<file path="src/rtl/fp_result_queue.sv">
// In-order FPU result tracker: queues issued destinations, pairs them with FPU results,
// drives a one-entry writeback register. Optional sticky flags via FP_RESULT_QUEUE_FFLAGS_EN.
module fp_result_queue #(
   parameter int unsigned DEPTH = 4
) (
   input  logic        clk_i,
   input  logic        rst_ni,
   input  logic        issue_valid_i,
   input  logic [4:0]  issue_rd_i,
   input  logic        issue_to_int_i,
   output logic        issue_ready_o,
   input  logic        fpu_out_valid_i,
   input  logic [31:0] fpu_result_i,
   input  logic [4:0]  fpu_status_i,
   output logic        fpu_out_ready_o,
   input  logic        flush_i,
   output logic        wb_valid_o,
   output logic [4:0]  wb_rd_o,
   output logic        wb_to_int_o,
   output logic [31:0] wb_data_o,
   input  logic        wb_ready_i,
   input  logic [14:0] hz_raddr_i,
   output logic        hz_o,
   output logic [4:0]  fflags_o,
   input  logic        fflags_clr_i
);

   localparam int unsigned PtrW = $clog2(DEPTH);
   localparam int unsigned CntW = PtrW + 1;

   logic [PtrW-1:0] head_q, head_d, tail_q, tail_d;
   logic [CntW-1:0] count_q, count_d;
   logic [4:0]      rd_mem     [DEPTH];
   logic            to_int_mem [DEPTH];

   logic            wb_valid_q, wb_valid_d;
   logic [4:0]      wb_rd_q, wb_rd_d;
   logic            wb_to_int_q, wb_to_int_d;
   logic [31:0]     wb_data_q, wb_data_d;

   logic            full, empty, push, pop;
   logic [PtrW-1:0] idx;

   function automatic logic rd_hit(input logic [4:0] rd, input logic [14:0] raddr);
      return (rd == raddr[4:0]) || (rd == raddr[9:5]) || (rd == raddr[14:10]);
   endfunction

   assign full  = (count_q == CntW'(DEPTH));
   assign empty = (count_q == '0);

   assign issue_ready_o   = !full;
   assign fpu_out_ready_o = !empty && (!wb_valid_q || wb_ready_i);

   // Handshakes that coincide with a flush are dropped.
   assign push = issue_valid_i && issue_ready_o && !flush_i;
   assign pop  = fpu_out_valid_i && fpu_out_ready_o && !flush_i;

   always_comb begin
      head_d  = head_q;
      tail_d  = tail_q;
      count_d = count_q;
      if (flush_i) begin
         head_d  = '0;
         tail_d  = '0;
         count_d = '0;
      end else begin
         if (push) tail_d = tail_q + PtrW'(1);
         if (pop)  head_d = head_q + PtrW'(1);
         unique case ({push, pop})
            2'b10:   count_d = count_q + CntW'(1);
            2'b01:   count_d = count_q - CntW'(1);
            default: count_d = count_q;
         endcase
      end
   end

   always_comb begin
      wb_valid_d  = wb_valid_q;
      wb_rd_d     = wb_rd_q;
      wb_to_int_d = wb_to_int_q;
      wb_data_d   = wb_data_q;
      if (flush_i) begin
         wb_valid_d = 1'b0;
      end else if (pop) begin
         wb_valid_d  = 1'b1;
         wb_rd_d     = rd_mem[head_q];
         wb_to_int_d = to_int_mem[head_q];
         wb_data_d   = fpu_result_i;
      end else if (wb_ready_i) begin
         wb_valid_d = 1'b0;
      end
   end

   always_ff @(posedge clk_i or negedge rst_ni) begin
      if (!rst_ni) begin
         head_q      <= '0;
         tail_q      <= '0;
         count_q     <= '0;
         wb_valid_q  <= 1'b0;
         wb_rd_q     <= '0;
         wb_to_int_q <= 1'b0;
         wb_data_q   <= '0;
      end else begin
         head_q      <= head_d;
         tail_q      <= tail_d;
         count_q     <= count_d;
         wb_valid_q  <= wb_valid_d;
         wb_rd_q     <= wb_rd_d;
         wb_to_int_q <= wb_to_int_d;
         wb_data_q   <= wb_data_d;
      end
   end

   // Entry storage needs no reset: occupancy is tracked by the count alone.
   always_ff @(posedge clk_i) begin
      if (push) begin
         rd_mem[tail_q]     <= issue_rd_i;
         to_int_mem[tail_q] <= issue_to_int_i;
      end
   end

   always_comb begin
      hz_o = 1'b0;
      idx  = '0;
      for (int unsigned i = 0; i < DEPTH; i++) begin
         idx = head_q + PtrW'(i);
         if ((CntW'(i) < count_q) && !to_int_mem[idx] && rd_hit(rd_mem[idx], hz_raddr_i)) begin
            hz_o = 1'b1;
         end
      end
      if (wb_valid_q && !wb_to_int_q && rd_hit(wb_rd_q, hz_raddr_i)) hz_o = 1'b1;
   end

   assign wb_valid_o  = wb_valid_q;
   assign wb_rd_o     = wb_rd_q;
   assign wb_to_int_o = wb_to_int_q;
   assign wb_data_o   = wb_data_q;

`ifdef FP_RESULT_QUEUE_FFLAGS_EN
   logic [4:0] fflags_q;

   always_ff @(posedge clk_i or negedge rst_ni) begin
      if (!rst_ni) begin
         fflags_q <= '0;
      end else if (fflags_clr_i) begin
         fflags_q <= pop ? fpu_status_i : 5'd0;
      end else if (pop) begin
         fflags_q <= fflags_q | fpu_status_i;
      end
   end

   assign fflags_o = fflags_q;
`else
   logic unused_fflags;

   assign unused_fflags = ^{fpu_status_i, fflags_clr_i};
   assign fflags_o      = '0;
`endif

endmodule

</file>
<file path="config.mk">
export PLATFORM = sky130hd
export DESIGN_NAME = fp_result_queue
export DESIGN_NICKNAME = d
export VERILOG_FILES = /design/src/rtl/fp_result_queue.sv
export SDC_FILE = /design/constraint.sdc
export NUM_CORES = 1
export LEC_CHECK = 0
export BUFFER_PORTS_ARGS = -buffer_cell sky130_fd_sc_hd__buf_2
export CORE_UTILIZATION = 60
export CTS_BUF_LIST = sky130_fd_sc_hd__clkbuf_4
export DETAILED_ROUTE_END_ITERATION = 16
export GPL_TIMING_DRIVEN = 1
export HOLD_SLACK_MARGIN = 0.06
export PLACE_DENSITY = 0.89
export SETUP_SLACK_MARGIN = 0.5
export SLEW_MARGIN = 10
export SYNTH_ARGS = -nofsm -noshare
export SYNTH_HDL_FRONTEND = slang
export SYNTH_SLANG_ARGS = --single-unit
</file>
<file path="constraint.sdc">
create_clock -name clk_i -period 2.9 [get_ports clk_i]
set_input_delay 0.29 -clock clk_i [delete_from_list [all_inputs] [get_ports clk_i]]
set_output_delay 0.29 -clock clk_i [all_outputs]
set_load 0.05 [all_outputs]
</file>
Yosys cells after proc, flatten, opt, wreduce, memory -nomap -nowiden
Memories as Yosys holds them, arrays and structs flattened.
Index checks and enable logic that the tools add are counted.
{"block": "word_totals", "register_bits": 46, "latchBits": 0, "ramBits": 24, "romBits": 0, "in_bits": 65, "output_inout_bits": 47, "mem_count": 2}
{"block": "classes", "n_addsub": 6, "mul": 0, "n_div": 0, "magnitude_cmp": 4, "eq_ne": 18, "shifts": 0, "muxes": 16, "bitwise": 1, "reduce_logical": 41}
{"memory": "rd_mem", "words": 4, "width": 5, "read_ports": 4, "rd_ports_with_merged_regs": 0, "wr": 1, "line_no": "33", "source": "logic [4:0] rd_mem [DEPTH];"}
{"memory": "to_int_mem", "words": 4, "width": 1, "read_ports": 4, "rd_ports_with_merged_regs": 0, "wr": 1, "line_no": "34", "source": "logic to_int_mem [DEPTH];"}
{"cell": "$eq A5 B5 Y1", "count": 15}
{"cell": "$logic_and A1 B1 Y1", "count": 15}
{"cell": "$logic_or A1 B1 Y1", "count": 11}
{"cell": "$mux W1", "count": 10}
{"cell": "$logic_not A1 Y1", "count": 9}
{"cell": "$mux W2", "count": 4}
{"cell": "$lt A1 B3 Y1 const A", "count": 2}
{"cell": "$lt A2 B3 Y1 const A", "count": 2}
{"cell": "$pmux W3 S2", "count": 1}
{"cell": "$reduce_bool A3 Y1", "count": 2}
{"cell": "$add A2 B1 Y2 const B", "count": 2}
{"cell": "$add A2 B2 Y2 const B", "count": 2}
{"cell": "$reduce_bool A2 Y1", "count": 2}
{"cell": "$add A3 B1 Y3 const B", "count": 1}
{"cell": "$eq A3 B3 Y1 const B", "count": 1}
{"cell": "$logic_not A3 Y1", "count": 1}
{"cell": "$mux W3", "count": 1}
{"cell": "$sub A3 B1 Y3 const B", "count": 1}
{"cell": "$eq A2 B1 Y1 const B", "count": 1}
{"cell": "$eq A2 B2 Y1 const B", "count": 1}
{"cell": "$reduce_and A2 Y1", "count": 1}
{"cell": "$not A1 Y1", "count": 1}

Longest topological paths before layout
Gate-level depths: netlist of run 1.
An unclocked memory read counts as a cell.
{"block": "depth", "ltp_word": 10, "depth_mapped": 9, "depth_no_buf": 8}

Worst setup path after synthesis of run 1
No wires, ideal clock.
{"block": "synth_path", "path_kind": "register to register", "from": "register wb_valid_q, in the netlist wb_valid_o", "to": "register wb_rd_q[3], in the netlist wb_rd_o[3] (read register of rd_mem)", "arrival_ps": 2667, "t_required_ps": 2764, "path_slack_ps": 97, "path_stages_with_launch": 9, "synth_period_minus_slack_ps": 2803, "cell_sequence": "dfrtp_1 > nor2b_1 > a21oi_1 > nand2_2 > or2_2 > buf_2 > clkbuf_1 > nand2_1 > o21ai_0"}
{"block": "synth_via", "elab_chain_len": 6}
{"element": "start, declared", "line_no": "36", "source": "logic wb_valid_q, wb_valid_d;"}
{"element": "start signal, assigned", "line_no": "107", "source": "wb_valid_q <= wb_valid_d;"}
{"element": "$logic_not A1 Y1", "line_no": "52", "source": "assign fpu_out_ready_o = !empty && (!wb_valid_q || wb_ready_i);"}
{"element": "$logic_or A1 B1 Y1", "line_no": "52"}
{"element": "$logic_and A1 B1 Y1", "line_no": "52"}
{"element": "named net fpu_out_ready_o", "line_no": "15", "source": "output logic fpu_out_ready_o,"}
{"element": "$logic_and A1 B1 Y1 (2 in series)", "line_no": "56", "source": "assign pop = fpu_out_valid_i && fpu_out_ready_o && !flush_i;"}
{"element": "$reduce_and A2 Y1 (no source line)"}
{"element": "end, declared", "line_no": "37", "source": "logic [4:0] wb_rd_q, wb_rd_d;"}
The timed path passes the listed nets, and every way through them passes these cells.
A chain may end at the register's enable or synchronous reset.

Final worst setup path of run 1
{"block": "layout_path", "from": "register head_q[1]", "to": "output hz_o"}
{"block": "layout_via", "elab_chain_len": 10}
{"element": "start, declared", "line_no": "31", "source": "logic [PtrW-1:0] head_q, head_d, tail_q, tail_d;"}
{"element": "start signal, assigned", "line_no": "96", "source": "head_q <= '0;"}
{"element": "start signal, assigned", "line_no": "104", "source": "head_q <= head_d;"}
{"element": "$add A2 B1 Y2 or $mem_v2 Z4 W5 (tied branches)"}
{"element": "$mem_v2 Z4 W5 or $eq A5 B5 Y1 (tied branches)"}
{"element": "$eq A5 B5 Y1 or $logic_or A1 B1 Y1 (tied branches)", "line_no": "45", "source": "return (rd == raddr[4:0]) || (rd == raddr[9:5]) || (rd == raddr[14:10]);"}
{"element": "$logic_or A1 B1 Y1", "line_no": "45"}
{"element": "$logic_or A1 B1 Y1 or $logic_and A1 B1 Y1 (tied branches)", "line_no": "45, 127"}
{"element": "$logic_and A1 B1 Y1 or $mux W1 (tied branches)", "line_no": "127", "source": "if ((CntW'(i) < count_q) && !to_int_mem[idx] && rd_hit(rd_mem[idx], hz_raddr_i)) begin"}
{"element": "$mux W1 (2 in series)", "line_no": "127"}
{"element": "$mux W1 (*)", "line_no": "127"}
{"element": "$mux W1 (*)", "line_no": "131", "source": "if (wb_valid_q && !wb_to_int_q && rd_hit(wb_rd_q, hz_raddr_i)) hz_o = 1'b1;"}
{"element": "end, declared", "line_no": "23", "source": "output logic hz_o,"}
Every way passes the cells marked *; elsewhere a longest branch is shown, timed or not.

==> report_table.html, run 1 <==
<table>
<tr><th>Metric</th><th>Value</th></tr>
<tr><th colspan="2">Floorplan</th></tr>
<tr><td>Number of rows in the core area</td><td>30</td></tr>
<tr><td>Die height</td><td>88.02 um</td></tr>
<tr><td>Starting Density</td><td>a little under two thirds</td></tr>
<tr><td>Ports placed on the boundary</td><td>112</td></tr>
<tr><td>Die extent in x</td><td>88.02 um</td></tr>
<tr><td>Core outline area</td><td>between 6000 and 7000 sq um</td></tr>
<tr><td>Die Footprint</td><td>7747 sq um</td></tr>
<tr><th colspan="2">Drt</th></tr>
<tr><td>Detailed Routing Iterations Pass 1</td><td>5</td></tr>
<tr><td>Routed length per instance</td><td>19.19 um</td></tr>
<tr><td>Total number of vias</td><td>between 3000 and 4000</td></tr>
<tr><td>Detailed router's first-iteration violation count</td><td>approximately 360</td></tr>
<tr><td>Final WL</td><td>roughly 13 mm</td></tr>
<tr><td>Average via count per standard cell</td><td>5.837</td></tr>
<tr><td>Total DRC errors in the routed layout</td><td>0</td></tr>
<tr><td>Post-route ant nets</td><td>0</td></tr>
<tr><th colspan="2">Power</th></tr>
<tr><td>Pwr per Cell Area</td><td>974.7 nW/um^2</td></tr>
<tr><td>Total net switching power</td><td>just under 3 mW</td></tr>
<tr><td>Relative contribution of the clock network to total power</td><td>10.9%</td></tr>
<tr><td>Fraction of power spent switching nets</td><td>52.82%</td></tr>
<tr><td>Cell internal power dissipation</td><td>2.594 mW</td></tr>
<tr><td>Seq pwr share</td><td>28.9%</td></tr>
<tr><td>Share of power burned in combinational logic</td><td>60.2%</td></tr>
<tr><td>Leak pwr</td><td>2.506 nW</td></tr>
<tr><td>Worst IR drop on VDD</td><td>471.9 uV</td></tr>
<tr><th colspan="2">Finish</th></tr>
<tr><td>Register Area</td><td>about 1900 sq um</td></tr>
<tr><td>Number of nets in the final layout</td><td>645</td></tr>
<tr><td>Area Growth Syn to Fin</td><td>27.06%</td></tr>
<tr><td>Share of layout cells above drive strength 1</td><td>31.37%</td></tr>
<tr><td>Fill cell instance count of the final layout</td><td>388</td></tr>
<tr><td>Number of diodes</td><td>0</td></tr>
<tr><td>Final instance area</td><td>about 5600 sq um</td></tr>
<tr><td>Area used by multi-input combinational logic</td><td>2555 sq um</td></tr>
<tr><th colspan="2">Clocking</th></tr>
<tr><td>Number of buffers between clock root and the deepest sink</td><td>2</td></tr>
<tr><td>Total CTS buffers</td><td>9</td></tr>
<tr><td>Reg clk slew, reported paths</td><td>between 0.1 and 0.15 ns</td></tr>
<tr><td>CTS root buf</td><td>sky130_fd_sc_hd__clkbuf_4</td></tr>
<tr><td>CTS H-tree lvls</td><td>3</td></tr>
<tr><td>Clock tree from TritonCTS</td><td>yes</td></tr>
<tr><td>Skew-Pair Late Insertion Delay</td><td>roughly 0.45 ns</td></tr>
<tr><td>Number of clock sinks seen by CTS</td><td>70</td></tr>
<tr><th colspan="2">Synth</th></tr>
<tr><td>Multiplexer share of the synthesized area</td><td>13.59%</td></tr>
<tr><td>Share of synthesized area occupied by flip-flops and latches</td><td>between 40% and 50%</td></tr>
<tr><td>Xor-xnor portion of the synthesized cell area</td><td>15.98%</td></tr>
<tr><td>Yosys reg bits</td><td>70</td></tr>
<tr><td>Post-synthesis average cell area</td><td>approximately 9.8 sq um</td></tr>
<tr><td>Number of distinct library cells after synthesis</td><td>46</td></tr>
<tr><td>Number of warnings reported in the yosys synthesis log</td><td>0</td></tr>
<tr><td>Largest family of logic cells by synthesized area</td><td>XOR/XNOR gates</td></tr>
<tr><td>Post-synthesis adder-cell area fraction</td><td>2.480%</td></tr>
<tr><td>Top_reg_cell synth</td><td>sky130_fd_sc_hd__dfrtp_1</td></tr>
<tr><td>Compound-gate portion of the synthesized area</td><td>4.820%</td></tr>
<tr><td>Post-synthesis async set-or-reset flop share</td><td>approximately two thirds</td></tr>
<tr><td>Synthesized netlist cell count</td><td>453</td></tr>
<tr><td>Synth Cell Area</td><td>4439 sq um</td></tr>
<tr><td>Post-synthesis share of cell area spent on and, or, nand and nor gates</td><td>15.84%</td></tr>
<tr><td>EDFF count, synth</td><td>24</td></tr>
<tr><th colspan="2">Worst setup path</th></tr>
<tr><td>Startpoint of the worst register-to-register path</td><td>count_q[1]</td></tr>
<tr><td>Critical Path Start Type</td><td>flop</td></tr>
<tr><td>Peak fanout along the critical path</td><td>12</td></tr>
<tr><td>Worst R2R Path Depth</td><td>6</td></tr>
<tr><td>Endpoint required time on the critical path</td><td>2.61 ns</td></tr>
<tr><td>Class of the most critical setup path</td><td>reg2out</td></tr>
<tr><td>Slack of the worst reg-to-reg path</td><td>0.75 ns</td></tr>
<tr><td>Critical register-to-register path endpoint</td><td>count_q[1]</td></tr>
<tr><td>Data arrival time of the worst path</td><td>2.67 ns</td></tr>
<tr><td>Category of the worst setup path capture point</td><td>output pin</td></tr>
<tr><th colspan="2">Timing</th></tr>
<tr><td>Worst-case headroom to the max-slew limit</td><td>31.74%</td></tr>
<tr><td>Final Slew Violations</td><td>0</td></tr>
<tr><td>Maximum clock skew at final layout</td><td>approximately 0.038 ns</td></tr>
<tr><td>Setup TNS</td><td>-0.05509 ns</td></tr>
<tr><td>Fmax</td><td>338.4 MHz</td></tr>
<tr><td>Post-route clock period utilization</td><td>101.9%</td></tr>
<tr><td>Min Hold Slack</td><td>0.05728 ns</td></tr>
<tr><td>Transition time at the pin with the least slew margin</td><td>1.024 ns</td></tr>
<tr><td>Hold violation count in the final report</td><td>0</td></tr>
<tr><td>Setup repair after global routing missed its margin</td><td>yes</td></tr>
<tr><td>Final Worst Setup Slack</td><td>-0.05509 ns</td></tr>
<tr><td>Total of endpoints with negative setup slack in the final report</td><td>1</td></tr>
<tr><td>Post-layout minimum cycle time</td><td>between 2 and 3 ns</td></tr>
<tr><th colspan="2">Placed design</th></tr>
<tr><td>Cell area after placement</td><td>5011 sq um</td></tr>
<tr><td>Routability congestion estimate from global placement</td><td>0.9486</td></tr>
<tr><td>Count of port buffers added during placement</td><td>100</td></tr>
<tr><td>Detailed placement HPWL</td><td>7.906 mm</td></tr>
<tr><th colspan="2">Global routing</th></tr>
<tr><td>Global-route usage over all layers</td><td>34.50%</td></tr>
<tr><td>Via count of the first global-routing pass</td><td>3892</td></tr>
<tr><td>Pin count of the biggest net entering global routing</td><td>47</td></tr>
<tr><td>Total grt overflow</td><td>0</td></tr>
<tr><td>Global-route wire length before repair</td><td>approximately 20 mm</td></tr>
<tr><td>Initial antenna violation count</td><td>0</td></tr>
<tr><th colspan="2">Run status</th></tr>
<tr><td>Outcome</td><td>finished with violations</td></tr>
<tr><td>Violations in the final reports</td><td>setup timing</td></tr>
<tr><th colspan="2">Min path</th></tr>
<tr><td>Origin of the worst min-delay path</td><td>fpu_result_i[27]</td></tr>
<tr><td>Hold WC Path Type</td><td>in2reg</td></tr>
<tr><td>Number of cells on the worst hold path</td><td>3</td></tr>
<tr><td>Worst Hold Endpoint</td><td>wb_data_o[27]</td></tr>
<tr><th colspan="2">Run</th></tr>
<tr><td>Max cap viols</td><td>0</td></tr>
</table>
## cells in the final DEF (no fill, tap or decap), types with 8 or more instances in the layout
cell type and instances:
sky130_fd_sc_hd__buf_2 99, sky130_fd_sc_hd__buf_4 9, sky130_fd_sc_hd__clkbuf_4 9, sky130_fd_sc_hd__dfrtp_1 45, sky130_fd_sc_hd__dlygate4sd3_1 28, sky130_fd_sc_hd__edfxtp_1 24
sky130_fd_sc_hd__ha_1 8, sky130_fd_sc_hd__inv_1 8, sky130_fd_sc_hd__mux2_2 13, sky130_fd_sc_hd__mux2_4 11, sky130_fd_sc_hd__mux2i_1 8, sky130_fd_sc_hd__mux2i_4 15
sky130_fd_sc_hd__nand2_1 113, sky130_fd_sc_hd__nand4_1 11, sky130_fd_sc_hd__nor2_1 11, sky130_fd_sc_hd__nor3_1 9, sky130_fd_sc_hd__o21ai_0 11, sky130_fd_sc_hd__xnor2_1 37
sky130_fd_sc_hd__xor2_1 44
## critical path: stages (launching register included)
cell and delay (ns):
sky130_fd_sc_hd__dfrtp_2 0.49, sky130_fd_sc_hd__buf_16 0.19, sky130_fd_sc_hd__mux2_2 0.40, sky130_fd_sc_hd__mux2i_4 0.24
sky130_fd_sc_hd__xor2_1 0.12, sky130_fd_sc_hd__nand4_1 0.11, sky130_fd_sc_hd__nor3_1 0.05, sky130_fd_sc_hd__nor4_1 0.26
sky130_fd_sc_hd__nand4b_1 0.18, sky130_fd_sc_hd__buf_6 0.19
## per-layer routing
layer	share of wire [%]	global-route usage, %	routed length, um
met2	49	55.39	6266
met4	5.4	21.55	696
met1	38	42.36	4875
met5	0	0	0
met3	8.4	7.823	1079
## how the worst max path moves through the flow
stage,startpoint,endpoint,cells past startpoint
6_report,head_q[1],hz_o,9
5_1_grt,head_q[1],hz_o,10
4_1_cts,head_q[1],hz_o,10
3_5_place_dp,head_q[1],hz_o,9
3_3_place_gp,head_q[1],hz_o,9
2_1_floorplan,head_q[1],hz_o,9
## logic make-up (layout without fill, tap and decap cells)
kind of cell | count (synthesis) | count (layout)
flops | 70 | 70
mux | 49 | 49
simple gates | 165 | 165
xor+xnor | 81 | 81
buf+inv | 45 | 165
fa+ha+maj | 9 | 9
other cells | 1 | 5
compound gates | 33 | 33
## timing repair
action | CTS | global route
endpoints found under the setup margin | 1 | 10
setup buffers | 0 | 3
hold endpoints to repair | 71 | 0
hold buffers | 28 | 0
cloned | 1 | 1
pin swaps | 3 | 2
gates resized for setup | 18 | 8
## through the flow
stage	cells	util [%]	total power, mW	setup slack (ns)
6_report	673	80.79	5.498	-0.05509
2_1_floorplan	457	-	3.914	0.4789
3_5_place_dp	624	71.77	4.570	0.2881
3_3_place_gp	624	71.77	4.461	0.3302
4_1_cts	669	79.39	5.279	0.01346
5_1_grt	673	80.79	5.755	-0.1460
## sequential cells by signal, summed over array words and instances (netlist names)
name         flops
wb_data_o       32
rd_mem          20
wb_rd_o          5
to_int_mem       4
count_q          3
head_q           2
tail_q           2
wb_to_int_o      1
wb_valid_o       1
## layout make-up
type	instances	share of cell area (%)
clock buffers	9	1.198
clock inverters	7	1.087
inverters	9	0.6433
multi-input cells	342	45.30
flip-flops and latches	70	33.21
well taps	96	2.130
repair buffers	140	16.44
## power groups by stage
| stage | Sequential (mW) | Clock, mW | Combinational [mW] |
|---|---|---|---|
| floorplan | 2.40 | 0 | 1.51 |
| global placement | 1.54 | 0 | 2.92 |
| detailed placement | 1.57 | 0 | 3.00 |
| CTS | 1.55 | 0.589 | 3.14 |
| global route | 1.61 | 0.640 | 3.50 |
| finish | 1.59 | 0.599 | 3.31 |
## cell usage after synthesis (all sizes together), types with 2 or more instances
master | count | area (sq um)
nand2 | 114 | 430.4
dfrtp | 46 | 1151
xor2 | 44 | 385.4
xnor2 | 37 | 324.1
mux2i | 25 | 302.8
edfxtp | 24 | 720.7
mux2 | 24 | 300.3
clkbuf | 20 | 75.07
buf | 16 | 115.1
nor3 | 13 | 65.06
nor2 | 12 | 45.04
nand4 | 11 | 68.82
o21ai | 11 | 55.05
inv | 9 | 33.78
ha | 8 | 100.1
a21oi | 6 | 30.03
and2 | 5 | 31.28
nand3 | 3 | 15.01
nor4 | 3 | 18.77
o22ai | 3 | 18.77
a221oi | 2 | 17.52
a31oi | 2 | 12.51
No activity file was read; power rests on OpenSTA's default activity.
==> run 2: changes to the inputs <==
--- a/config.mk
+++ b/config.mk
@@ -6,12 +6,12 @@
 export NUM_CORES = 1
 export LEC_CHECK = 0
 export BUFFER_PORTS_ARGS = -buffer_cell sky130_fd_sc_hd__buf_2
-export CORE_UTILIZATION = 60
+export CORE_UTILIZATION = 55
 export CTS_BUF_LIST = sky130_fd_sc_hd__clkbuf_4
 export DETAILED_ROUTE_END_ITERATION = 16
 export GPL_TIMING_DRIVEN = 1
 export HOLD_SLACK_MARGIN = 0.06
-export PLACE_DENSITY = 0.89
+export PLACE_DENSITY = 0.82
 export SETUP_SLACK_MARGIN = 0.5
 export SLEW_MARGIN = 10
 export SYNTH_ARGS = -nofsm -noshare
==> run 2 against run 1 <==
Core utilization down 7.9 points. Total power down 1.8%. Combinational power down 2%. Highest routed layer unchanged. The run now ends clean. Register-to-register slack worse by 0.13 ns. Worst setup slack better by 0.082 ns. Critical path type unchanged. Hold slack better by 0.035 ns. Clock skew down 0.017 ns. Clock power down 1%. Sequential share of layout area down 0.13 points. First-iteration DRC count down 21%.
==> report_table.html, run 2 (same netlist as run 1, synthesis figures left out) <==
<table>
<tr><th>Metric</th><th>Value</th></tr>
<tr><th colspan="2">Run status</th></tr>
<tr><td>Outcome</td><td>complete, no violations</td></tr>
<tr><th colspan="2">Global routing</th></tr>
<tr><td>Total grt overflow</td><td>0 (unchanged)</td></tr>
<tr><td>Global-route usage over all layers</td><td>29.54% (-5.0 points)</td></tr>
<tr><td>Initial antenna violation count</td><td>0 (unchanged)</td></tr>
<tr><td>Global-route wire length before repair</td><td>19.09 mm (-2.7%)</td></tr>
<tr><td>Via count of the first global-routing pass</td><td>3928 (+0.92%)</td></tr>
<tr><td>Pin count of the biggest net entering global routing</td><td>47 (unchanged)</td></tr>
<tr><th colspan="2">Placed design</th></tr>
<tr><td>Detailed placement HPWL</td><td>7.800 mm (-1.3%)</td></tr>
<tr><td>Placed Instances</td><td>630 (+0.96%)</td></tr>
<tr><td>Worst slack, placed</td><td>0.3240 ns (+0.03590 ns)</td></tr>
<tr><td>Count of port buffers added during placement</td><td>100 (unchanged)</td></tr>
<tr><td>Routability congestion estimate from global placement</td><td>0.8785 (-7.4%)</td></tr>
<tr><th colspan="2">Drt</th></tr>
<tr><td>Total DRC errors in the routed layout</td><td>0 (unchanged)</td></tr>
<tr><td>Routed length per instance</td><td>17.90 um (-6.7%)</td></tr>
<tr><td>Detailed Routing Iterations Pass 1</td><td>5 (unchanged)</td></tr>
<tr><td>Final WL</td><td>12.24 mm (-5.2%)</td></tr>
<tr><td>Detailed router's first-iteration violation count</td><td>281 (-21%)</td></tr>
<tr><td>Total number of vias</td><td>3794 (-3.4%)</td></tr>
<tr><td>Average via count per standard cell</td><td>5.547 (-5.0%)</td></tr>
<tr><td>Post-route ant nets</td><td>0 (unchanged)</td></tr>
<tr><th colspan="2">Clocking</th></tr>
<tr><td>CTS H-tree lvls</td><td>3 (unchanged)</td></tr>
<tr><td>CTS root buf</td><td>sky130_fd_sc_hd__clkbuf_4</td></tr>
<tr><td>Skew-Pair Late Insertion Delay</td><td>0.43 ns (-0.02 ns)</td></tr>
<tr><td>Reg clk slew, reported paths</td><td>0.12 ns (about the same)</td></tr>
<tr><td>Clock tree from TritonCTS</td><td>yes</td></tr>
<tr><td>Number of clock sinks seen by CTS</td><td>70 (unchanged)</td></tr>
<tr><td>Total CTS buffers</td><td>9 (unchanged)</td></tr>
<tr><td>Number of buffers between clock root and the deepest sink</td><td>2 (unchanged)</td></tr>
<tr><th colspan="2">Timing</th></tr>
<tr><td>Maximum clock skew at final layout</td><td>0.02152 ns (-0.01678 ns)</td></tr>
<tr><td>Hold violation count in the final report</td><td>0 (unchanged)</td></tr>
<tr><td>Fmax</td><td>348.1 MHz (+2.9%)</td></tr>
<tr><td>Setup repair after global routing missed its margin</td><td>yes</td></tr>
<tr><td>Final Slew Violations</td><td>0 (unchanged)</td></tr>
<tr><td>Worst-case headroom to the max-slew limit</td><td>33.19% (+1.5 points)</td></tr>
<tr><td>Transition time at the pin with the least slew margin</td><td>1.002 ns (-0.02184 ns)</td></tr>
<tr><td>Min Hold Slack</td><td>0.09199 ns (+0.03471 ns)</td></tr>
<tr><td>Final Worst Setup Slack</td><td>0.02696 ns (+0.08205 ns)</td></tr>
<tr><td>Post-route clock period utilization</td><td>99.07% (-2.8 points)</td></tr>
<tr><td>Post-layout minimum cycle time</td><td>2.873 ns (-0.08205 ns)</td></tr>
<tr><td>Total of endpoints with negative setup slack in the final report</td><td>0 (-1)</td></tr>
<tr><th colspan="2">Worst setup path</th></tr>
<tr><td>Peak fanout along the critical path</td><td>15 (+3)</td></tr>
<tr><td>Data arrival time of the worst path</td><td>2.58 ns (-0.09 ns)</td></tr>
<tr><td>Class of the most critical setup path</td><td>reg2out</td></tr>
<tr><td>Slack of the worst reg-to-reg path</td><td>0.62 ns (-0.13 ns)</td></tr>
<tr><td>Highest cell delay on the worst timing path</td><td>0.45 ns (-0.04 ns)</td></tr>
<tr><td>Cell breakdown of the critical path</td><td>buf_12 -&gt; mux2_2 -&gt; mux2i_4 -&gt; xor2_1 -&gt; nand4_1 -&gt; nor3_2 -&gt; nor4_1 -&gt; nand4b_1 -&gt; buf_6</td></tr>
<tr><td>Endpoint required time on the critical path</td><td>2.61 ns (about the same)</td></tr>
<tr><td>Critical Path Start Type</td><td>flop</td></tr>
<tr><td>Category of the worst setup path capture point</td><td>output pin</td></tr>
<tr><td>Slowest cell on the critical path</td><td>sky130_fd_sc_hd__dfrtp_2</td></tr>
<tr><td>Startpoint of the worst register-to-register path</td><td>count_q[1]</td></tr>
<tr><td>Timing startpoint of the critical path</td><td>head_q[1]</td></tr>
<tr><th colspan="2">Floorplan</th></tr>
<tr><td>Core outline area</td><td>7767 sq um (+11%)</td></tr>
<tr><td>Die height</td><td>91.84 um (+4.3%)</td></tr>
<tr><td>Starting Density</td><td>57.15% (-6.4 points)</td></tr>
<tr><td>Ports placed on the boundary</td><td>112 (unchanged)</td></tr>
<tr><td>Number of rows in the core area</td><td>32 (+6.7%)</td></tr>
<tr><td>Die Footprint</td><td>8435 sq um (+8.9%)</td></tr>
<tr><td>Die extent in x</td><td>91.84 um (+4.3%)</td></tr>
<tr><th colspan="2">Finish</th></tr>
<tr><td>Number of nets in the final layout</td><td>650 (+0.78%)</td></tr>
<tr><td>Number of diodes</td><td>0 (unchanged)</td></tr>
<tr><td>Area Growth Syn to Fin</td><td>27.56%</td></tr>
<tr><td>Most used cells in the layout excluding fill and tap cells</td><td>sky130_fd_sc_hd__nand2_1, sky130_fd_sc_hd__buf_2, sky130_fd_sc_hd__dfrtp_1</td></tr>
<tr><td>Largest register FFs</td><td>32 (unchanged)</td></tr>
<tr><td>Share of layout cells above drive strength 1</td><td>30.41% (-0.96 points)</td></tr>
<tr><td>Most common cell after layout, fill and taps aside</td><td>sky130_fd_sc_hd__nand2_1</td></tr>
<tr><td>Fin cells</td><td>684 (+1.6%)</td></tr>
<tr><th colspan="2">Power</th></tr>
<tr><td>Pwr per Cell Area</td><td>953.7 nW/um^2 (-2.2%)</td></tr>
<tr><td>Worst IR drop on VDD</td><td>443.2 uV (-6.1%)</td></tr>
<tr><td>Leak pwr</td><td>2.514 nW (+0.31%)</td></tr>
<tr><th colspan="2">Run</th></tr>
<tr><td>Max cap viols</td><td>0 (unchanged)</td></tr>
<tr><th colspan="2">Min path</th></tr>
<tr><td>Hold WC Path Type</td><td>in2reg</td></tr>
<tr><td>Origin of the worst min-delay path</td><td>issue_rd_i[0]</td></tr>
</table>
==> run 2: worst paths after layout <==
| path | endpoint | cells past startpoint |
|---|---|---|
| max | hz_o | 9 |
| min | rd_mem[0][0] | 1 |
| max reg2reg | wb_to_int_o | 7 |
| min reg2reg | wb_data_o[29] | 2 |
| max in group asynchronous | head_q[1] | 2 |
| min in group asynchronous | wb_data_o[16] | 2 |
==> run 2: repair_timing <==
action                     in CTS  in global routing
gates cloned                    1                  0
hold endpoints to repair       76                  9
hold buffers                   32                  4
pin swaps                       3                  0
setup endpoints to repair       1                  1
buffers inserted                1                  0
resized for setup              19                  2
==> run 2: cell type report <==
cell class                      count  area [sq um]
Sequential cell                    70          1873
Inverter                            9         33.78
Fill cell                         534          2105
Multi-Input combinational cell    342          2532
Tap cell                          102         127.6
Clock inverter                      7         61.31
Clock buffer                        9         67.56
Timing Repair Buffer              145         967.2
==> run 2: per-stage QoR <==
stage | TNS, ns | util (%) | area (sq um) | power [mW]
after floorplan | 0 | - | 4516 | 3.914
after global placement | 0 | 64.61 | 5019 | 4.476
after detailed placement | 0 | 64.61 | 5019 | 4.561
after CTS | 0 | 72.21 | 5609 | 5.313
after global routing | -0.09020 | 72.91 | 5663 | 5.675
final | 0 | 72.91 | 5663 | 5.401
==> run 2: per-layer routing <==
metal  wire length [um]  GRT usage, %  part of all wire [%]  vias up
met5                  0             0                     0        -
met4                470         13.67                   3.8        0
met3                755         6.136                   6.2       47
met2               6026         49.94                    49      186
met1               4990         36.20                    41     1814
li1                   -             -                     -     1747
==> run 2: report_power, final <==
part,switching (mW),leakage (nW),internal [mW]
registers,0.247,0.799,1.32
logic,2.18,1.65,1.07
clock network,0.399,0.0655,0.192
total,2.82,2.51,2.58
==> run 2: worst max-delay path, delay by kind of cell, from the launching register on <==
| family | cells | cell delay, ns |
|---|---|---|
| multiplexers | 2 | 0.66 |
| flip-flops | 1 | 0.45 |
| XOR/XNOR | 1 | 0.18 |
| AND/OR/NAND/NOR | 4 | 0.54 |
| buffers and inverters | 2 | 0.35 |
